`config.mk`:
```
export PLATFORM = sky130hd
export DESIGN_NAME = mayo_shake_sponge_ctrl_flat
export DESIGN_NICKNAME = d
export VERILOG_FILES = /design/src/rtl/mayo_shake_sponge_ctrl_if.sv /design/src/rtl/mayo_shake_sponge_ctrl.sv /design/src/flat_wrapper.sv
export SDC_FILE = /design/constraint.sdc
export NUM_CORES = 1
export LEC_CHECK = 0
export ABC_AREA = 1
export CORE_MARGIN = 8
export CORE_UTILIZATION = 30
export CTS_BUF_LIST = sky130_fd_sc_hd__clkbuf_2 sky130_fd_sc_hd__clkbuf_4 sky130_fd_sc_hd__clkbuf_8
export DETAILED_ROUTE_END_ITERATION = 8
export PLACE_DENSITY_LB_ADDON = 0.2
export SYNTH_ARGS = -nofsm -noshare
export SYNTH_HDL_FRONTEND = slang
export SYNTH_SLANG_ARGS = --single-unit
```
`constraint.sdc`:
```
create_clock -name i_clk -period 3.8 [get_ports i_clk]
set_input_delay 0.38 -clock i_clk [delete_from_list [all_inputs] [get_ports i_clk]]
set_output_delay 0.38 -clock i_clk [all_outputs]
set_load 0.01 [all_outputs]
```
`src/rtl/mayo_shake_sponge_ctrl_if.sv`:
```
// Control, BRAM port A and lane-serial Keccak core signals of the MAYO SHAKE sponge controller.
// master = sponge controller, slave = environment (BRAM, Keccak core, requester).
interface mayo_shake_sponge_ctrl_if #(
    parameter int C_BRAMSIZE = 13
);
    logic                  en;
    logic                  mode;
    logic [31:0]           mlen;
    logic [31:0]           olen;
    logic [31:0]           read_adr;
    logic [31:0]           write_adr;
    logic                  busy;
    logic                  dyn_done;
    logic                  done;

    logic                  bram_en;
    logic [3:0]            bram_we;
    logic [C_BRAMSIZE:0]   bram_addr;
    logic [31:0]           bram_din;
    logic [31:0]           bram_dout;

    logic                  st_clr;
    logic                  st_wr;
    logic [4:0]            st_idx;
    logic [63:0]           st_wdata;
    logic [63:0]           st_rdata;
    logic                  perm_start;
    logic                  perm_done;

    modport master (
        input  en, mode, mlen, olen, read_adr, write_adr, bram_dout, st_rdata, perm_done,
        output busy, dyn_done, done, bram_en, bram_we, bram_addr, bram_din,
               st_clr, st_wr, st_idx, st_wdata, perm_start
    );

    modport slave (
        output en, mode, mlen, olen, read_adr, write_adr, bram_dout, st_rdata, perm_done,
        input  busy, dyn_done, done, bram_en, bram_we, bram_addr, bram_din,
               st_clr, st_wr, st_idx, st_wdata, perm_start
    );
endinterface

```
`src/rtl/mayo_shake_sponge_ctrl.sv`:
```
// SHAKE128/256 sponge sequencer: absorbs a padded BRAM message into an external lane-serial
// Keccak core and squeezes the requested number of output bytes back into BRAM.
module mayo_shake_sponge_ctrl #(
    parameter int          C_BRAMSIZE = 13,
    parameter logic [7:0]  C_DOMAIN   = 8'h1F
) (
    input  logic                     i_clk,
    input  logic                     i_rst_n,
    mayo_shake_sponge_ctrl_if.master io_bus
);
    localparam int AW = C_BRAMSIZE + 1;

    typedef enum logic [3:0] {
        S_IDLE, S_CLR, S_ABS_RD, S_ABS_LANE, S_PERM, S_PERM_WAIT,
        S_SQ_LANE, S_SQ_WR, S_SQ_DYN, S_DONE
    } state_t;

    state_t           r_state, w_state_nxt;
    logic             r_mode, r_half, r_sq;
    logic [31:0]      r_mlen, r_olen, r_blk_off, r_out_cnt, r_lo;
    logic [AW-1:0]    r_rd_base, r_wr_base;
    logic [4:0]       r_lane;
    logic [63:0]      r_sq_data;

    logic [4:0]       w_rate_lanes;
    logic [31:0]      w_rate, w_rem, w_lane_off, w_word_off, w_out_rem, w_q;
    logic             w_final, w_fetch, w_last_lane;
    logic [63:0]      w_raw, w_lane_data;
    logic [7:0]       w_byte;

    assign w_rate_lanes = r_mode ? 5'd17 : 5'd21;
    assign w_rate       = r_mode ? 32'd136 : 32'd168;
    assign w_rem        = r_mlen - r_blk_off;
    assign w_final      = (w_rem < w_rate);
    assign w_lane_off   = {24'd0, r_lane, 3'd0};
    assign w_word_off   = w_lane_off + {29'd0, r_half, 2'd0};
    assign w_fetch      = (w_word_off < w_rem);
    assign w_last_lane  = (r_lane == w_rate_lanes - 5'd1);
    assign w_out_rem    = r_olen - r_out_cnt;
    assign w_raw        = {io_bus.bram_dout, r_lo};

    // Bytes past the message end are zeroed before the domain byte and final 0x80 are folded in.
    always_comb begin
        w_lane_data = '0;
        w_q         = '0;
        w_byte      = '0;
        for (int b = 0; b < 8; b++) begin
            w_q    = w_lane_off + 32'(b);
            w_byte = (w_q < w_rem) ? w_raw[8*b +: 8] : 8'h00;
            if (w_q == w_rem)
                w_byte = w_byte ^ C_DOMAIN;
            if (w_final && (w_q == w_rate - 32'd1))
                w_byte = w_byte ^ 8'h80;
            w_lane_data[8*b +: 8] = w_byte;
        end
    end

    always_ff @(posedge i_clk or negedge i_rst_n) begin
        if (!i_rst_n)
            r_state <= S_IDLE;
        else
            r_state <= w_state_nxt;
    end

    always_comb begin
        w_state_nxt        = r_state;
        io_bus.busy        = 1'b0;
        io_bus.dyn_done    = 1'b0;
        io_bus.done        = 1'b0;
        io_bus.bram_en     = 1'b0;
        io_bus.bram_we     = 4'h0;
        io_bus.bram_addr   = '0;
        io_bus.bram_din    = 32'h0;
        io_bus.st_clr      = 1'b0;
        io_bus.st_wr       = 1'b0;
        io_bus.st_idx      = 5'd0;
        io_bus.st_wdata    = 64'h0;
        io_bus.perm_start  = 1'b0;
        if (r_state != S_IDLE && r_state != S_DONE)
            io_bus.busy = 1'b1;
        case (r_state)
            S_IDLE: if (io_bus.en) w_state_nxt = S_CLR;
            S_CLR: begin
                io_bus.st_clr = 1'b1;
                w_state_nxt   = S_ABS_RD;
            end
            S_ABS_RD: begin
                io_bus.bram_en   = w_fetch;
                io_bus.bram_addr = r_rd_base + r_blk_off[AW-1:0] + w_word_off[AW-1:0];
                if (r_half) w_state_nxt = S_ABS_LANE;
            end
            S_ABS_LANE: begin
                io_bus.st_wr    = 1'b1;
                io_bus.st_idx   = r_lane;
                io_bus.st_wdata = w_lane_data;
                w_state_nxt     = w_last_lane ? S_PERM : S_ABS_RD;
            end
            S_PERM: begin
                io_bus.perm_start = 1'b1;
                w_state_nxt       = S_PERM_WAIT;
            end
            S_PERM_WAIT: if (io_bus.perm_done) begin
                if (!r_sq && !w_final)
                    w_state_nxt = S_ABS_RD;
                else
                    w_state_nxt = (r_out_cnt >= r_olen) ? S_DONE : S_SQ_LANE;
            end
            S_SQ_LANE: begin
                io_bus.st_idx = r_lane;
                w_state_nxt   = S_SQ_WR;
            end
            S_SQ_WR: begin
                io_bus.bram_en   = 1'b1;
                io_bus.bram_addr = r_wr_base + r_out_cnt[AW-1:0];
                io_bus.bram_din  = r_half ? r_sq_data[63:32] : r_sq_data[31:0];
                if (w_out_rem >= 32'd4)
                    io_bus.bram_we = 4'hF;
                else case (w_out_rem[1:0])
                    2'd1:    io_bus.bram_we = 4'b0001;
                    2'd2:    io_bus.bram_we = 4'b0011;
                    default: io_bus.bram_we = 4'b0111;
                endcase
                if (w_out_rem <= 32'd4 || (r_half && w_last_lane))
                    w_state_nxt = S_SQ_DYN;
                else
                    w_state_nxt = r_half ? S_SQ_LANE : S_SQ_WR;
            end
            S_SQ_DYN: begin
                io_bus.dyn_done = 1'b1;
                w_state_nxt     = (r_out_cnt >= r_olen) ? S_DONE : S_PERM;
            end
            S_DONE: begin
                io_bus.done = 1'b1;
                w_state_nxt = S_IDLE;
            end
            default: w_state_nxt = S_IDLE;
        endcase
    end

    always_ff @(posedge i_clk or negedge i_rst_n) begin
        if (!i_rst_n) begin
            r_mode    <= 1'b0;
            r_mlen    <= '0;
            r_olen    <= '0;
            r_rd_base <= '0;
            r_wr_base <= '0;
            r_blk_off <= '0;
            r_out_cnt <= '0;
            r_lane    <= '0;
            r_half    <= 1'b0;
            r_sq      <= 1'b0;
            r_lo      <= '0;
            r_sq_data <= '0;
        end else begin
            case (r_state)
                S_IDLE: if (io_bus.en) begin
                    r_mode    <= io_bus.mode;
                    r_mlen    <= io_bus.mlen;
                    r_olen    <= io_bus.olen;
                    r_rd_base <= {io_bus.read_adr[AW-1:2], 2'b00};
                    r_wr_base <= {io_bus.write_adr[AW-1:2], 2'b00};
                    r_blk_off <= '0;
                    r_out_cnt <= '0;
                    r_lane    <= '0;
                    r_half    <= 1'b0;
                    r_sq      <= 1'b0;
                end
                S_ABS_RD: begin
                    r_half <= ~r_half;
                    if (r_half) r_lo <= io_bus.bram_dout;
                end
                S_ABS_LANE: r_lane <= w_last_lane ? 5'd0 : r_lane + 5'd1;
                S_PERM_WAIT: if (io_bus.perm_done) begin
                    if (!r_sq && !w_final)
                        r_blk_off <= r_blk_off + w_rate;
                    else
                        r_sq <= 1'b1;
                    r_lane <= '0;
                    r_half <= 1'b0;
                end
                S_SQ_LANE: r_sq_data <= io_bus.st_rdata;
                S_SQ_WR: begin
                    r_out_cnt <= r_out_cnt + 32'd4;
                    r_half    <= ~r_half;
                    if (r_half) r_lane <= w_last_lane ? 5'd0 : r_lane + 5'd1;
                end
                default: ;
            endcase
        end
    end
endmodule

```
`src/flat_wrapper.sv`:
```
// flat-port wrapper written by rule: the top's interface ports become plain ports
module mayo_shake_sponge_ctrl_flat 
#(
    parameter int          C_BRAMSIZE = 13,
    parameter logic [7:0]  C_DOMAIN   = 8'h1F
)
  (i_clk, i_rst_n, io_bus_en, io_bus_mode, io_bus_mlen, io_bus_olen, io_bus_read_adr, io_bus_write_adr, io_bus_bram_dout, io_bus_st_rdata, io_bus_perm_done, io_bus_busy, io_bus_dyn_done, io_bus_done, io_bus_bram_en, io_bus_bram_we, io_bus_bram_addr, io_bus_bram_din, io_bus_st_clr, io_bus_st_wr, io_bus_st_idx, io_bus_st_wdata, io_bus_perm_start);
  mayo_shake_sponge_ctrl_if #(.C_BRAMSIZE(C_BRAMSIZE)) io_bus_i ();
  input  logic i_clk;
  input  logic i_rst_n;
  input wire logic [$bits(io_bus_i.en)-1:0] io_bus_en;
  input wire logic [$bits(io_bus_i.mode)-1:0] io_bus_mode;
  input wire logic [$bits(io_bus_i.mlen)-1:0] io_bus_mlen;
  input wire logic [$bits(io_bus_i.olen)-1:0] io_bus_olen;
  input wire logic [$bits(io_bus_i.read_adr)-1:0] io_bus_read_adr;
  input wire logic [$bits(io_bus_i.write_adr)-1:0] io_bus_write_adr;
  input wire logic [$bits(io_bus_i.bram_dout)-1:0] io_bus_bram_dout;
  input wire logic [$bits(io_bus_i.st_rdata)-1:0] io_bus_st_rdata;
  input wire logic [$bits(io_bus_i.perm_done)-1:0] io_bus_perm_done;
  output wire logic [$bits(io_bus_i.busy)-1:0] io_bus_busy;
  output wire logic [$bits(io_bus_i.dyn_done)-1:0] io_bus_dyn_done;
  output wire logic [$bits(io_bus_i.done)-1:0] io_bus_done;
  output wire logic [$bits(io_bus_i.bram_en)-1:0] io_bus_bram_en;
  output wire logic [$bits(io_bus_i.bram_we)-1:0] io_bus_bram_we;
  output wire logic [$bits(io_bus_i.bram_addr)-1:0] io_bus_bram_addr;
  output wire logic [$bits(io_bus_i.bram_din)-1:0] io_bus_bram_din;
  output wire logic [$bits(io_bus_i.st_clr)-1:0] io_bus_st_clr;
  output wire logic [$bits(io_bus_i.st_wr)-1:0] io_bus_st_wr;
  output wire logic [$bits(io_bus_i.st_idx)-1:0] io_bus_st_idx;
  output wire logic [$bits(io_bus_i.st_wdata)-1:0] io_bus_st_wdata;
  output wire logic [$bits(io_bus_i.perm_start)-1:0] io_bus_perm_start;
  assign io_bus_i.en = io_bus_en;
  assign io_bus_i.mode = io_bus_mode;
  assign io_bus_i.mlen = io_bus_mlen;
  assign io_bus_i.olen = io_bus_olen;
  assign io_bus_i.read_adr = io_bus_read_adr;
  assign io_bus_i.write_adr = io_bus_write_adr;
  assign io_bus_i.bram_dout = io_bus_bram_dout;
  assign io_bus_i.st_rdata = io_bus_st_rdata;
  assign io_bus_i.perm_done = io_bus_perm_done;
  assign io_bus_busy = io_bus_i.busy;
  assign io_bus_dyn_done = io_bus_i.dyn_done;
  assign io_bus_done = io_bus_i.done;
  assign io_bus_bram_en = io_bus_i.bram_en;
  assign io_bus_bram_we = io_bus_i.bram_we;
  assign io_bus_bram_addr = io_bus_i.bram_addr;
  assign io_bus_bram_din = io_bus_i.bram_din;
  assign io_bus_st_clr = io_bus_i.st_clr;
  assign io_bus_st_wr = io_bus_i.st_wr;
  assign io_bus_st_idx = io_bus_i.st_idx;
  assign io_bus_st_wdata = io_bus_i.st_wdata;
  assign io_bus_perm_start = io_bus_i.perm_start;
  mayo_shake_sponge_ctrl #(.C_BRAMSIZE(C_BRAMSIZE), .C_DOMAIN(C_DOMAIN)) u_core (.i_clk(i_clk), .i_rst_n(i_rst_n), .io_bus(io_bus_i));
endmodule
```
==> impl_metrics.toml <==
[drt]
drt-wirelength-per-cell_um = 16.6
drt-initial-drc-count = 1279
via_per_inst = 4.69
vias = 20600
drc = 0
drt-pass1-iter-count = 5
antenna_left = 0
wirelength_mm = 72.9

[worst_hold_path]
hp-class = "input port to register"

[setup_path]
cp-start-kind = "register"
max_stage_delay_ns = 0.42
worst-path-max-fanout = 4
end_kind = "output port"
critPathBufInv = 10
slowest_stage = "dfrtp_1"
crit_family = "buffers and inverters"
r2r_slack_ns = 0.50
crit_chain = "inv_2, ha_4, buf_6, inv_4, nor2_4, nand3_2, nand3_4, xnor2_2, ha_1, nand2_4, inv_4, nand3_4, inv_4, buf_6, a21oi_4, inv_2, o211ai_1, buf_4, buf_6, nand2_4, a21oi_2, buf_2"
critPathKind = "register to output port"
crit_arrival_ns = 3.72
cp_data_required_time_ns = 3.42

[clocking]
cts_buffers = 51
clk_pin_slew_ns = 0.06
ctsHtreeMaxLevel = 2
clk_latency_ns = 0.65
clock_sinks = 255
cts_buffer_depth = 3
cts_root_buf = "clkbuf_8"
cts_tree = "built"

[finish]
final_cell_mix = "1,066 x nand2_1, 337 x inv_1, 247 x dfrtp_1"
fillers = 6581
instances_no_fill = 4390
mostFrequentLayoutCell = "nand2_1"
syn_to_final_growth_pct = 50.1
area.sequential_um2 = 6390
nets = 3841
multi_input_area_um2 = 13200
final_cell_area_um2 = 28700
drive_gt1_share_pct = 26.8

[die]
initial_core_util_pct = 30.3
core_area_um2 = 63000
die_area_um2 = 72000
num_rows = 92
die_h_um = 268
die_width_um = 268
design.portCount = 355

[sta]
finalHoldViolations = 0
skew_ns = 0.0363
slew_headroom_pct = 21.7
maxSlewViolCount = 0
worstMarginPinSlew_ns = 1.17
setup_ws_ns = -0.299
fmax_mhz = 244
grt_setup_unrepaired = "true"
period_needed_ns = 4.10
setup_viol = 66
final.period_utilization_pct = 108

[logic_synthesis]
netlist_area_um2 = 19100
synthFlopType = "dfrtp_1"
ys_ff_latch = 255
postSynthAreaPerCell_um2 = 6.50
synth_cells = 2939
yosysUniqueCellTypes = 61
synth_edf_count = 0
async_flop_share_pct = 100
yosysSeqAreaShare_pct = 33.4
yosysWarnings = 0

[outcome]
violations = "setup timing"
outcome = "finished, violations left"

[pwr]
p_per_area_nw_per_um2 = 779
internal-power_uw = 11700
ir_drop_mv = 0.388
leakagePower_uw = 0.0141
p_comb_share_pct = 64.2
swShare_pct = 47.7
clkPwrFrac_pct = 15.7
p_sw_uw = 10600
p_seq_share_pct = 20.1

[flow_run]
maxCapViolations = 0

[global_route]
grt_usage_pct = 19.5
grt_remaining_overflow = 0
grt_max_degree = 102
first_global_vias = 20500
antenna_found_initial = 3
grt_pass1_wl_mm = 113

[place]
placed_area_um2 = 24400
dp_hpwl_mm = 53.9
gp_congestion = 0.937
dp_cells = 4200
io_buffers = 312
-- synth_stat cells (4+ instances only) --
cell / count / area share [%]
a21oi_1: 175 / 4.6
a31oi_1: 7 / 0.23
and2_1: 5 / 0.16
buf_1: 4 / 0.079
clkbuf_1: 62 / 1.2
clkinv_1: 5 / 0.098
dfrtp_1: 255 / 33
fa_1: 7 / 0.73
ha_1: 104 / 6.8
inv_1: 379 / 7.4
inv_2: 9 / 0.18
mux2_2: 21 / 1.2
nand2_1: 1201 / 24
nand2_2: 8 / 0.26
nand3_1: 115 / 3.0
nand3_2: 5 / 0.26
nand3b_1: 18 / 0.71
nand4_1: 40 / 1.3
nand4_2: 4 / 0.26
nor2_1: 209 / 4.1
nor2_2: 16 / 0.52
nor3_1: 57 / 1.5
nor3b_1: 6 / 0.24
nor4_1: 13 / 0.43
o211ai_1: 5 / 0.20
o21ai_0: 85 / 2.2
o21ai_1: 9 / 0.24
o21ai_2: 6 / 0.28
o21bai_1: 8 / 0.31
o22ai_1: 9 / 0.29
o31ai_1: 6 / 0.24
or2_2: 7 / 0.23
xnor2_1: 6 / 0.28
xor2_1: 33 / 1.5
-- metal layers --
metal	wire (µm)	vias to the layer above	global-route usage, %
li1	-	10400	-
met1	31600	9627	24.8
met2	34800	450	32.9
met3	4740	117	5.03
met4	1740	2	5.12
met5	13	-	0
-- through the flow --
step	hold slack [ns]	power (µW)	setup slack (ns)	setup TNS [ns]	utilization, %
after floorplan	0.0844	11700	0.397	0	-
after global placement	0.435	15800	-0.251	-5.97	38.7
after detailed placement	0.440	15900	-0.246	-7.37	38.7
after CTS	0.191	21100	-0.324	-9.84	43.4
after global routing	0.225	24300	-0.491	-23.08	45.5
final	0.267	22300	-0.299	-8.73	45.5
-- power groups by stage --
stage	clock network [µW]	registers (µW)	logic [µW]
6_report	3520	4490	14300
2_1_floorplan	0	4130	7540
3_5_place_dp	0	4380	11500
5_1_grt	3750	4590	16000
3_3_place_gp	0	4380	11500
4_1_cts	3640	4430	13000
-- registers in the layout (all words and copies together) (netlist names) --
signal            flops
u_core.r_sq           1
u_core.r_olen        32
u_core.r_out_cnt     30
u_core.r_lo          32
u_core.r_mode         1
u_core.r_lane         5
u_core.r_wr_base     12
u_core.r_mlen        32
u_core.r_blk_off     29
u_core.r_rd_base     12
u_core.r_half         1
u_core.r_state        4
u_core.r_sq_data     64
-- final timing paths --
| check | from | end | depth (start not counted) |
|---|---|---|---|
| max in group asynchronous | i_rst_n | u_core.r_sq_data[23] | 3 |
| min | io_bus_mlen[6] | u_core.r_mlen[6] | 3 |
| max | u_core.r_blk_off[3] | io_bus_st_wdata[25] | 22 |
| min reg2reg | u_core.r_sq_data[34] | u_core.r_sq_data[34] | 2 |
| max reg2reg | u_core.r_blk_off[3] | u_core.r_blk_off[17] | 21 |
| min in group asynchronous | i_rst_n | u_core.r_mlen[23] | 2 |
-- cell families after synthesis --
logic type                 synth area share (%)
xor gates and xnor gates                   1.79
other                                    0.0393
buffers and inverters                      9.44
DFF                                        33.4
AOI/OAI and AO/OA                          9.33
and+or+nand+nor                            37.2
adders and majority gates                  7.55
muxes                                      1.29
-- layout make-up --
cell class,instances,area share (%)
Clock inverter,14,0.799
Antenna cell,3,0.0262
Multi-Input combinational cell,2217,46.1
Timing Repair Buffer,582,18.2
Tap cell,846,3.69
Clock buffer,79,3.62
Inverter,394,5.31
Sequential cell,255,22.3
-- worst register-to-register path, stage by stage (launching register included) --
cell and delay (ns):
dfrtp_1 0.40, inv_2 0.08, ha_4 0.30, buf_6 0.12, buf_6 0.10, nand2_2 0.04, nor2_1 0.10, nand3_1 0.11
buf_4 0.15, nand4_1 0.10, nand3_1 0.10, nor2_2 0.16, nand3_4 0.12, buf_12 0.16, buf_4 0.13, nor2_4 0.09
nand4_2 0.18, nand3_2 0.15, nand2_4 0.10, nand2_8 0.10, inv_4 0.18, o21ai_0 0.26
-- what timing repair did --
action,4_1_cts,5_1_grt
hold endpoints to repair,77,0
cloned,3,0
buffers inserted,52,43
setup endpoints to repair,77,76
resized for setup,659,295
hold buffers,1,0
pin swaps,64,143
(Power assumes the default switching activity.)
